[src/rtl/collatz_engine_param.sv]
// Handshaked Collatz iterator: counts steps from a seed down to 1, flags zero seeds,
// 3n+1 overflow and step-count saturation. Define COLLATZ_PEAK_EN to add the peak output.
module collatz_engine_param #(
  parameter int unsigned DATA_WIDTH = 8,
  parameter int unsigned CALC_WIDTH = 16,
  parameter int unsigned STEP_WIDTH = 8
) (
  input  logic                  BB_SYSTEM_CLOCK_50,
  input  logic                  BB_SYSTEM_RESET_InHigh,
  input  logic                  BB_SYSTEM_start_In,
  input  logic [DATA_WIDTH-1:0] BB_SYSTEM_data_InBUS,
  output logic                  BB_SYSTEM_busy_Out,
  output logic                  BB_SYSTEM_done_Out,
  output logic [STEP_WIDTH-1:0] BB_SYSTEM_data_OutBUS,
  output logic                  BB_SYSTEM_stepsat_Out,
  output logic                  BB_SYSTEM_ovf_Out,
`ifdef COLLATZ_PEAK_EN
  output logic [CALC_WIDTH-1:0] BB_SYSTEM_peak_OutBUS,
`endif
  output logic                  BB_SYSTEM_zero_Out
);

  localparam int unsigned XW = CALC_WIDTH + 2;

  localparam logic [1:0] S_IDLE = 2'd0;
  localparam logic [1:0] S_RUN  = 2'd1;
  localparam logic [1:0] S_DONE = 2'd2;

  logic [1:0]            state_q, state_d;
  logic [CALC_WIDTH-1:0] n_q, n_d;
  logic [STEP_WIDTH-1:0] steps_q, steps_d;
  logic                  stepsat_q, stepsat_d;
  logic                  ovf_q, ovf_d;
  logic                  zero_q, zero_d;
  logic                  busy_q, busy_d;
  logic                  done_q, done_d;
`ifdef COLLATZ_PEAK_EN
  logic [CALC_WIDTH-1:0] peak_q, peak_d;
`endif

  // 3n+1 carried two bits wider so overflow out of CALC_WIDTH is visible
  logic [XW-1:0] n_ext_c, triple_c;
  logic          n_one_c, steps_full_c;
  assign n_ext_c      = XW'(n_q);
  assign triple_c     = (n_ext_c << 1) + n_ext_c + XW'(1);
  assign n_one_c      = (n_q == CALC_WIDTH'(1));
  assign steps_full_c = &steps_q;

  always_comb begin
    state_d   = state_q;
    n_d       = n_q;
    steps_d   = steps_q;
    stepsat_d = stepsat_q;
    ovf_d     = ovf_q;
    zero_d    = zero_q;
    busy_d    = busy_q;
    done_d    = 1'b0;
`ifdef COLLATZ_PEAK_EN
    peak_d    = peak_q;
`endif
    case (state_q)
      S_IDLE: begin
        if (BB_SYSTEM_start_In) begin
          steps_d   = '0;
          stepsat_d = 1'b0;
          ovf_d     = 1'b0;
          if (BB_SYSTEM_data_InBUS != '0) begin
            n_d     = CALC_WIDTH'(BB_SYSTEM_data_InBUS);
            zero_d  = 1'b0;
            busy_d  = 1'b1;
            state_d = S_RUN;
`ifdef COLLATZ_PEAK_EN
            peak_d  = CALC_WIDTH'(BB_SYSTEM_data_InBUS);
`endif
          end else begin
            n_d     = '0;
            zero_d  = 1'b1;
            busy_d  = 1'b0;
            state_d = S_DONE;
`ifdef COLLATZ_PEAK_EN
            peak_d  = '0;
`endif
          end
        end
      end
      S_RUN: begin
        if (n_one_c) begin
          busy_d  = 1'b0;
          done_d  = 1'b1;
          state_d = S_DONE;
        end else if (n_q[0] && (triple_c[XW-1:XW-2] != 2'b00)) begin
          // abort: done is raised on the following edge from S_DONE
          ovf_d   = 1'b1;
          busy_d  = 1'b0;
          state_d = S_DONE;
        end else begin
          if (n_q[0]) begin
            n_d = triple_c[CALC_WIDTH-1:0];
`ifdef COLLATZ_PEAK_EN
            if (triple_c[CALC_WIDTH-1:0] > peak_q) peak_d = triple_c[CALC_WIDTH-1:0];
`endif
          end else begin
            n_d = n_q >> 1;
          end
          if (steps_full_c) stepsat_d = 1'b1;
          else              steps_d   = steps_q + STEP_WIDTH'(1);
        end
      end
      S_DONE: begin
        busy_d = 1'b0;
        if (done_q) state_d = S_IDLE;
        else        done_d  = 1'b1;
      end
      default: state_d = S_IDLE;
    endcase
  end

  always_ff @(posedge BB_SYSTEM_CLOCK_50) begin
    if (BB_SYSTEM_RESET_InHigh) begin
      state_q   <= S_IDLE;
      n_q       <= '0;
      steps_q   <= '0;
      stepsat_q <= 1'b0;
      ovf_q     <= 1'b0;
      zero_q    <= 1'b0;
      busy_q    <= 1'b0;
      done_q    <= 1'b0;
`ifdef COLLATZ_PEAK_EN
      peak_q    <= '0;
`endif
    end else begin
      state_q   <= state_d;
      n_q       <= n_d;
      steps_q   <= steps_d;
      stepsat_q <= stepsat_d;
      ovf_q     <= ovf_d;
      zero_q    <= zero_d;
      busy_q    <= busy_d;
      done_q    <= done_d;
`ifdef COLLATZ_PEAK_EN
      peak_q    <= peak_d;
`endif
    end
  end

  assign BB_SYSTEM_busy_Out    = busy_q;
  assign BB_SYSTEM_done_Out    = done_q;
  assign BB_SYSTEM_data_OutBUS = steps_q;
  assign BB_SYSTEM_stepsat_Out = stepsat_q;
  assign BB_SYSTEM_ovf_Out     = ovf_q;
  assign BB_SYSTEM_zero_Out    = zero_q;
`ifdef COLLATZ_PEAK_EN
  assign BB_SYSTEM_peak_OutBUS = peak_q;
`endif

endmodule

[config.mk]
export PLATFORM = sky130hd
export DESIGN_NAME = collatz_engine_param
export DESIGN_NICKNAME = d
export VERILOG_FILES = /design/src/rtl/collatz_engine_param.sv
export SDC_FILE = /design/constraint.sdc
export NUM_CORES = 1
export LEC_CHECK = 0
export BUFFER_PORTS_ARGS = -buffer_cell sky130_fd_sc_hd__buf_2
export CORE_MARGIN = 3
export CORE_UTILIZATION = 45
export CTS_CLUSTER_DIAMETER = 40
export DETAILED_ROUTE_END_ITERATION = 8
export PLACE_DENSITY_LB_ADDON = 0.12
export SKIP_LAST_GASP = 1
export SYNTH_ARGS = -nofsm -noshare
export SYNTH_HDL_FRONTEND = slang
export SYNTH_SLANG_ARGS = --single-unit
[constraint.sdc]
create_clock -name BB_SYSTEM_CLOCK_50 -period 3.65 [get_ports BB_SYSTEM_CLOCK_50]
set_input_delay 0.1825 -clock BB_SYSTEM_CLOCK_50 [delete_from_list [all_inputs] [get_ports BB_SYSTEM_CLOCK_50]]
set_output_delay 0.1825 -clock BB_SYSTEM_CLOCK_50 [all_outputs]
set_load 0.02 [all_outputs]
==> key figures, run 1 <==
Drt
  • Post-Route WL: 6.72 mm
  • Routed via count: 2465
  • DR WL/cell: 15.8 um
  • DR DRC count: 0
  • DRT Pass-1 Iters: 4
  • Final ANT Viol Nets: 0
  • Starting DRT DRC Count: 142
  • Post-DR vias/cell: 5.81

Clock tree
  • Clk sinks: 31
  • Root buf cell: clkbuf_8
  • Clock-pin slew on the worst setup and hold paths: 70 ps
  • Clock buffer depth: 2
  • Setup bufs post-CTS: 0
  • CTS Hold Bufs: 0
  • H-tree depth: 2
  • CTS tree: yes
  • Number of CTS-inserted buffers: 5
  • Worst-skew pair later-pin latency: 280 ps
  • Post-CTS Resized: 0

Floorplan
  • Rows: 27
  • DIE WIDTH: 83.0 um
  • Core box area: 0.00561 sq mm
  • Chip height: 83.0 um
  • I/O pin count: 24
  • Initial core utilization: 47.6%
  • Die ar.: 0.00689 sq mm

Worst hold path
  • Worst Hold Depth: 3
  • Hold WC Path Type: in2reg
  • Hold path endpoint: BB_SYSTEM_zero_Out$_SDFFE_PP0P_
  • Min-Delay Startpoint: BB_SYSTEM_start_In

STA
  • Max Transition Viols Final: 0
  • Final hold vios: 0
  • Measured slew at the worst slew-check pin: 661 ps
  • Setup TNS: 0 ps
  • Worst setup margin: 549 ps
  • Finish-stage setup viols: 0
  • Worst rel slew slack: 55.6%
  • Post-route clock period utilization: 85.0%
  • RSZ-0062 raised after global routing: false
  • Max frequency: 322 MHz
  • Clock skew: 4.57 ps
  • Post-route minimum period: 3100 ps

Setup path
  • R2r worst-path depth: 10
  • Worst-path maximum fanout: 10
  • Reg-to-reg slack, setup: 550 ps
  • Critical R2R Capture: n_q[14]$_SDFFE_PP0P_
  • Worst Setup Start Kind: register
  • Crit end category: register
  • Reg2reg start: n_q[5]$_SDFFE_PP0P_
  • CP required: 3830 ps
  • Worst Path Arrival: 3280 ps
  • Setup CP Type: reg2reg

Power
  • Max VDD drop: 355 uV
  • Leakage: 1.25 nW
  • Power density cells: 608 mW/mm^2

Placement
  • Dpl ws: 587 ps
  • Placer congestion estimate: 0.838
  • PortBufs: 23
  • Post-Place Cells: 416
  • DP HPWL: 5.08 mm

Layout
  • Layout cell share with drive strength beyond 1: 13.1%
  • N_diodes: 0
  • Post-layout nets: 395
  • Non-filler instance count after layout: 424
  • Area grow syn2layout: 11.2%

Synthesis
  • Post-synthesis cell area: 0.00267 sq mm
  • EDFF count, synth: 0
  • Cells after synthesis: 329
  • Synth warn: 0
  • Post-Syn Nets: 373
  • Count of different cell masters after synthesis: 51
  • Post-synth ARST share: 0%
  • Post-Syn Area per Cell: 8.11 sq um
  • Seq/Total Area, Yosys: 23.3%
  • Post-synth top flop: dfxtp_1
  • Synth Register Bits: 31

Global routing
  • Largest net degree at the start of global routing: 25
  • Initial antenna violation count: 0
  • GRT Overall Usage: 19.4%
  • Number of global-route vias before repair: 2346
  • Grt ovf: 0
  • Global-route wire length before repair: 11.3 mm

Flow run
  • Total of max-cap violations: 0

Run status
  • Outcome: completed
power by group:
group	leakage (nW)	switching [mW]	total, mW	internal [mW]
logic	0.940	0.599	0.977	0.378
clock network	0.0612	0.133	0.353	0.221
registers	0.252	0.0755	0.475	0.399
total	1.25	0.807	1.80	0.998
per-layer routing:
| metal | vias to the layer above | GRT usage (%) | part of all wire [%] |
|---|---|---|---|
| met1 | 1141 | 27.8 | 51 |
| li1 | 1262 | - | - |
| met2 | 51 | 30.5 | 44 |
| met5 | - | 0 | 0 |
| met3 | 11 | 3.47 | 3.8 |
| met4 | 0 | 3.86 | 1.0 |
cell families (layout without fill, tap and decap cells):
group / Yosys count / count (layout) / share of synthesized area [%]
compound gates: 117 / 117 / 29.9
flops: 31 / 31 / 23.3
xor+xnor: 13 / 13 / 4.97
fa+ha+maj: 33 / 33 / 15.8
simple gates: 92 / 92 / 17.5
buf+inv: 34 / 57 / 5.25
mux: 9 / 9 / 3.42
flip-flops by register name, indices dropped and copies added, names as in the netlist, named ones only:
signal	flops
BB_SYSTEM_zero_Out	1
BB_SYSTEM_stepsat_Out	1
BB_SYSTEM_data_OutBUS	8
BB_SYSTEM_busy_Out	1
BB_SYSTEM_ovf_Out	1
state_q	2
n_q	15
BB_SYSTEM_done_Out	1
cell usage in the layout, fill, tap and decap left out, types with 6 or more instances in the layout:
cell	n
a21oi_1	32
ha_1	32
dfxtp_1	31
nand2_1	24
buf_2	23
nor2_1	20
inv_1	19
o21ai_0	16
nand3_1	11
a21o_1	10
a22o_1	8
mux2i_1	8
nand4_1	7
a211oi_1	7
xnor2_1	7
o31ai_1	6
a31oi_1	6
or4_1	6
clkbuf_8	6
Yosys cell counts, types with 4 or more instances:
cell / number / share of area, %
nand3_1: 11 / 2.1
a31oi_1: 6 / 1.4
a22o_1: 8 / 2.6
mux2i_1: 8 / 3.0
o21ai_1: 5 / 0.94
a211oi_1: 7 / 2.0
a21oi_1: 32 / 6.0
o21a_1: 4 / 1.1
nor2_1: 20 / 2.8
a21o_1: 10 / 2.8
ha_1: 32 / 15
o211ai_1: 4 / 1.1
or4_1: 6 / 1.7
clkbuf_1: 7 / 0.98
nand2b_1: 5 / 1.2
buf_2: 4 / 0.75
inv_1: 19 / 2.7
xor2_1: 5 / 1.6
nand4_1: 7 / 1.6
o31ai_1: 6 / 1.7
nor3_1: 4 / 0.75
nand2_1: 24 / 3.4
dfxtp_1: 31 / 23
o21ai_0: 16 / 3.0
xnor2_1: 7 / 2.3
and3_1: 4 / 0.94
area by class of cell:
cell class              instances  area, sq um
clock inverters                 2         35.0
multi-input cells             264         1910
inverters                      21         78.8
flip-flops and latches         31          621
fillers                       582         2640
well taps                      72         90.1
clock buffers                   6         82.6
repair buffers                 28          153
worst max-delay path by stage:
stage / end / start / slack [ps]
2_1_floorplan: BB_SYSTEM_busy_Out$_SDFFE_PP0P_ / n_q[4]$_SDFFE_PP0P_ / 930
3_3_place_gp: n_q[12]$_SDFFE_PP0P_ / n_q[4]$_SDFFE_PP0P_ / 620
3_5_place_dp: n_q[9]$_SDFFE_PP0P_ / n_q[4]$_SDFFE_PP0P_ / 590
4_1_cts: n_q[14]$_SDFFE_PP0P_ / n_q[4]$_SDFFE_PP0P_ / 570
5_1_grt: n_q[12]$_SDFFE_PP0P_ / n_q[5]$_SDFFE_PP0P_ / 400
6_report: n_q[14]$_SDFFE_PP0P_ / n_q[5]$_SDFFE_PP0P_ / 550
critical path: stages, from the launching register on:
cell and delay [ps]:
dfxtp_1 440, inv_1 70, ha_1 360, a21o_1 220
a21o_1 190, a211o_1 340, a31o_4 270, xnor2_4 230
a21o_1 430, a21oi_2 180, a22o_1 260
stage by stage:
stage               power, mW  cell area (sq um)  util (%)  hold WS (ps)
global placement         1.43               2850      50.8           442
finish                   1.80               2970      52.9           179
global route             1.96               2970      52.9           192
detailed placement       1.45               2850      50.8           452
floorplan                1.20               2670         -           344
CTS                      1.81               2970      52.9           177
Power figures use the tool's default switching activity.
==> run 2, diff against run 1 <==
==> constraint.sdc (replaced) <==
create_clock -name BB_SYSTEM_CLOCK_50 -period 2.9 [get_ports BB_SYSTEM_CLOCK_50]
set_input_delay 0.145 -clock BB_SYSTEM_CLOCK_50 [delete_from_list [all_inputs] [get_ports BB_SYSTEM_CLOCK_50]]
set_output_delay 0.145 -clock BB_SYSTEM_CLOCK_50 [all_outputs]
set_load 0.02 [all_outputs]
==> run 2 against run 1 <==
Net effect: clock skew is 2.5 ps higher; worst setup slack got worse by 410 ps; count of clock-buffer cells in the layout up 1; wire length grew 4.7%; global-route usage rose by 1.2 points; critical path depth did not move; sequential share of layout area fell by 0.62 points; first-iteration DRC count grew 24%.
==> key figures, run 2 (synthesis gave the netlist of run 1 again) <==
Floorplan
  • I/O pin count: 24 (unchanged)
  • Die ar.: 0.00689 sq mm (unchanged)
  • Core box area: 0.00561 sq mm (unchanged)
  • Rows: 27 (unchanged)
  • DIE WIDTH: 83.0 um (unchanged)
  • Chip height: 83.0 um (unchanged)
  • Initial core utilization: 47.6% (unchanged)

Layout
  • Area grow syn2layout: 16.5%
  • Non-filler instance count after layout: 442 (+4.2%)
  • Layout cell share with drive strength beyond 1: 20.5% (+7.5 points)
  • Max reg flops: 15 (unchanged)
  • Design Area, Final: 0.00311 sq mm (+4.7%)
  • Most frequent cells in the layout: a21oi_1, ha_1, dfxtp_1
  • Util after Layout: 55.4% (+2.5 points)
  • Commonest non-fill, non-tap cell in the layout: a21oi_1
  • Top reg by flops: n_q
  • N_diodes: 0 (unchanged)
  • Post-layout nets: 413 (+4.6%)

Setup path
  • CP required: 3110 ps (-720 ps)
  • Setup CP Type: reg2reg
  • Critical R2R Capture: BB_SYSTEM_busy_Out$_SDFFE_PP0P_
  • Worst Setup Start Kind: register
  • Worst Path Arrival: 2960 ps (-320 ps)
  • Worst-path maximum fanout: 7 (-3)
  • R2r worst-path depth: 10 (unchanged)
  • Crit end category: register
  • Reg2reg start: n_q[4]$_SDFFE_PP0P_
  • Reg-to-reg slack, setup: 140 ps (-410 ps)

Clock tree
  • CTS tree: yes
  • Clock-pin slew on the worst setup and hold paths: 70 ps (about the same)
  • Clk sinks: 31 (unchanged)
  • Root buf cell: clkbuf_8
  • Clock buffer depth: 2 (unchanged)
  • Worst-skew pair later-pin latency: 280 ps (about the same)
  • H-tree depth: 2 (unchanged)
  • CTS Hold Bufs: 0 (unchanged)
  • Number of CTS-inserted buffers: 5 (unchanged)

Global routing
  • Grt ovf: 0 (unchanged)
  • Global-route wire length before repair: 11.8 mm (+4.3%)
  • Largest net degree at the start of global routing: 25 (unchanged)
  • Number of global-route vias before repair: 2437 (+3.9%)
  • Initial antenna violation count: 0 (unchanged)
  • GRT Overall Usage: 20.6% (+1.2 points)

Drt
  • Final ANT Viol Nets: 0 (unchanged)
  • Post-DR vias/cell: 5.78 (-0.61%)
  • DR WL/cell: 15.9 um (+0.41%)
  • DR DRC count: 0 (unchanged)
  • Starting DRT DRC Count: 176 (+24%)
  • Post-Route WL: 7.03 mm (+4.7%)
  • M1 WL: 3.35 mm (-1.5%)
  • Routed via count: 2554 (+3.6%)
  • DRT Pass-1 Iters: 4 (unchanged)
  • Met2 wire len: 3.14 mm (+5.2%)
  • DR top layer: met4
  • Routed met3 length: 373 um (+46%)

STA
  • RSZ-0062 raised after global routing: false
  • Max frequency: 363 MHz (+12%)
  • Post-route minimum period: 2760 ps (-345 ps)
  • Post-route clock period utilization: 95.0% (+10 points)
  • Clock skew: 7.03 ps (+2.46 ps)
  • Worst setup margin: 144 ps (-405 ps)
  • Max Transition Viols Final: 0 (unchanged)
  • Finish-stage setup viols: 0 (unchanged)
  • Final hold vios: 0 (unchanged)
  • Setup TNS: 0 ps (unchanged)
  • Worst rel slew slack: 65.9% (+10 points)
  • Measured slew at the worst slew-check pin: 512 ps (-149 ps)

Power
  • Max VDD drop: 441 uV (+24%)
  • Leakage: 1.33 nW (+6.4%)
  • Power density cells: 741 mW/mm^2 (+22%)

Placement
  • Placed Area: 0.00298 sq mm (+4.5%)
  • PortBufs: 23 (unchanged)
  • DP HPWL: 5.46 mm (+7.5%)
  • Post-Place Cells: 433 (+4.1%)
  • Placer congestion estimate: 0.894 (+6.7%)
  • Dpl ws: 39.7 ps (-547 ps)

Worst hold path
  • Min-Delay Startpoint: BB_SYSTEM_start_In
  • Worst Hold Depth: 3 (unchanged)
  • Hold WC Path Type: in2reg
  • Hold path endpoint: BB_SYSTEM_zero_Out$_SDFFE_PP0P_

Flow run
  • Total of max-cap violations: 0 (unchanged)

Run status
  • Outcome: completed
-- run 2: cell types whose count changed in the layout (fill, tap and decap cells not counted), moves of 2 or more --
cell	previous run	this run
dfxtp_2	0	5
buf_4	5	23
dfxtp_1	31	25
clkbuf_1	0	2
a21o_1	10	8
ha_1	32	30
a21o_2	0	2
-- run 2: final cells by class --
class / count / area (sq um)
Fill cell: 586 / 2500
Inverter: 21 / 78.8
Clock buffer: 7 / 76.3
Sequential cell: 31 / 631
Clock inverter: 1 / 5.00
Multi-Input combinational cell: 264 / 1940
Tap cell: 72 / 90.1
Timing Repair Buffer: 46 / 288
-- run 2: metrics by stage --
stage                     total power [mW]  hold WS, ps
final                                 2.30          152
after global routing                  2.52          156
after detailed placement              1.92          443
after floorplan                       1.51          307
after CTS                             2.25          143
after global placement                1.93          434
-- run 2: how the worst max path moves through the flow --
stage                                     from                                    end  slack [ps]  cells past startpoint
after global routing      n_q[11]$_SDFFE_PP0P_        BB_SYSTEM_busy_Out$_SDFFE_PP0P_           2                     10
after CTS                  n_q[4]$_SDFFE_PP0P_                    n_q[8]$_SDFFE_PP0P_          20                     10
after floorplan            n_q[4]$_SDFFE_PP0P_        BB_SYSTEM_busy_Out$_SDFFE_PP0P_         180                     10
after global placement     n_q[0]$_SDFFE_PP0P_  BB_SYSTEM_data_OutBUS[7]$_SDFFE_PP0P_         120                     12
final                      n_q[4]$_SDFFE_PP0P_        BB_SYSTEM_busy_Out$_SDFFE_PP0P_         140                     10
after detailed placement   n_q[4]$_SDFFE_PP0P_                   n_q[14]$_SDFFE_PP0P_          40                     10
-- run 2: layer usage --
layer	vias to the layer above	global-route usage (%)
li1	1298	-
met1	1175	29.0
met2	67	31.1
met3	14	4.27
met4	0	7.28
met5	-	0
-- run 2: repair_timing --
item	in CTS	in global routing
setup buffers	0	1
endpoints found under the hold margin	0	0
resized for setup	0	15
endpoints found under the setup margin	0	23
-- run 2: report_power, final --
group	switching [mW]	internal, mW
Sequential	0.0684	0.509
Combinational	0.822	0.582
Clock	0.153	0.168
-- run 2: critical path, stage by stage, from the launching register on --
cell     delay (ps)
dfxtp_4         360
inv_1            50
ha_1            300
a21o_1          190
a21o_1          190
a211o_1         280
a31o_4          260
xnor2_4         160
a31o_1          270
or4_1           480
a21oi_1         150
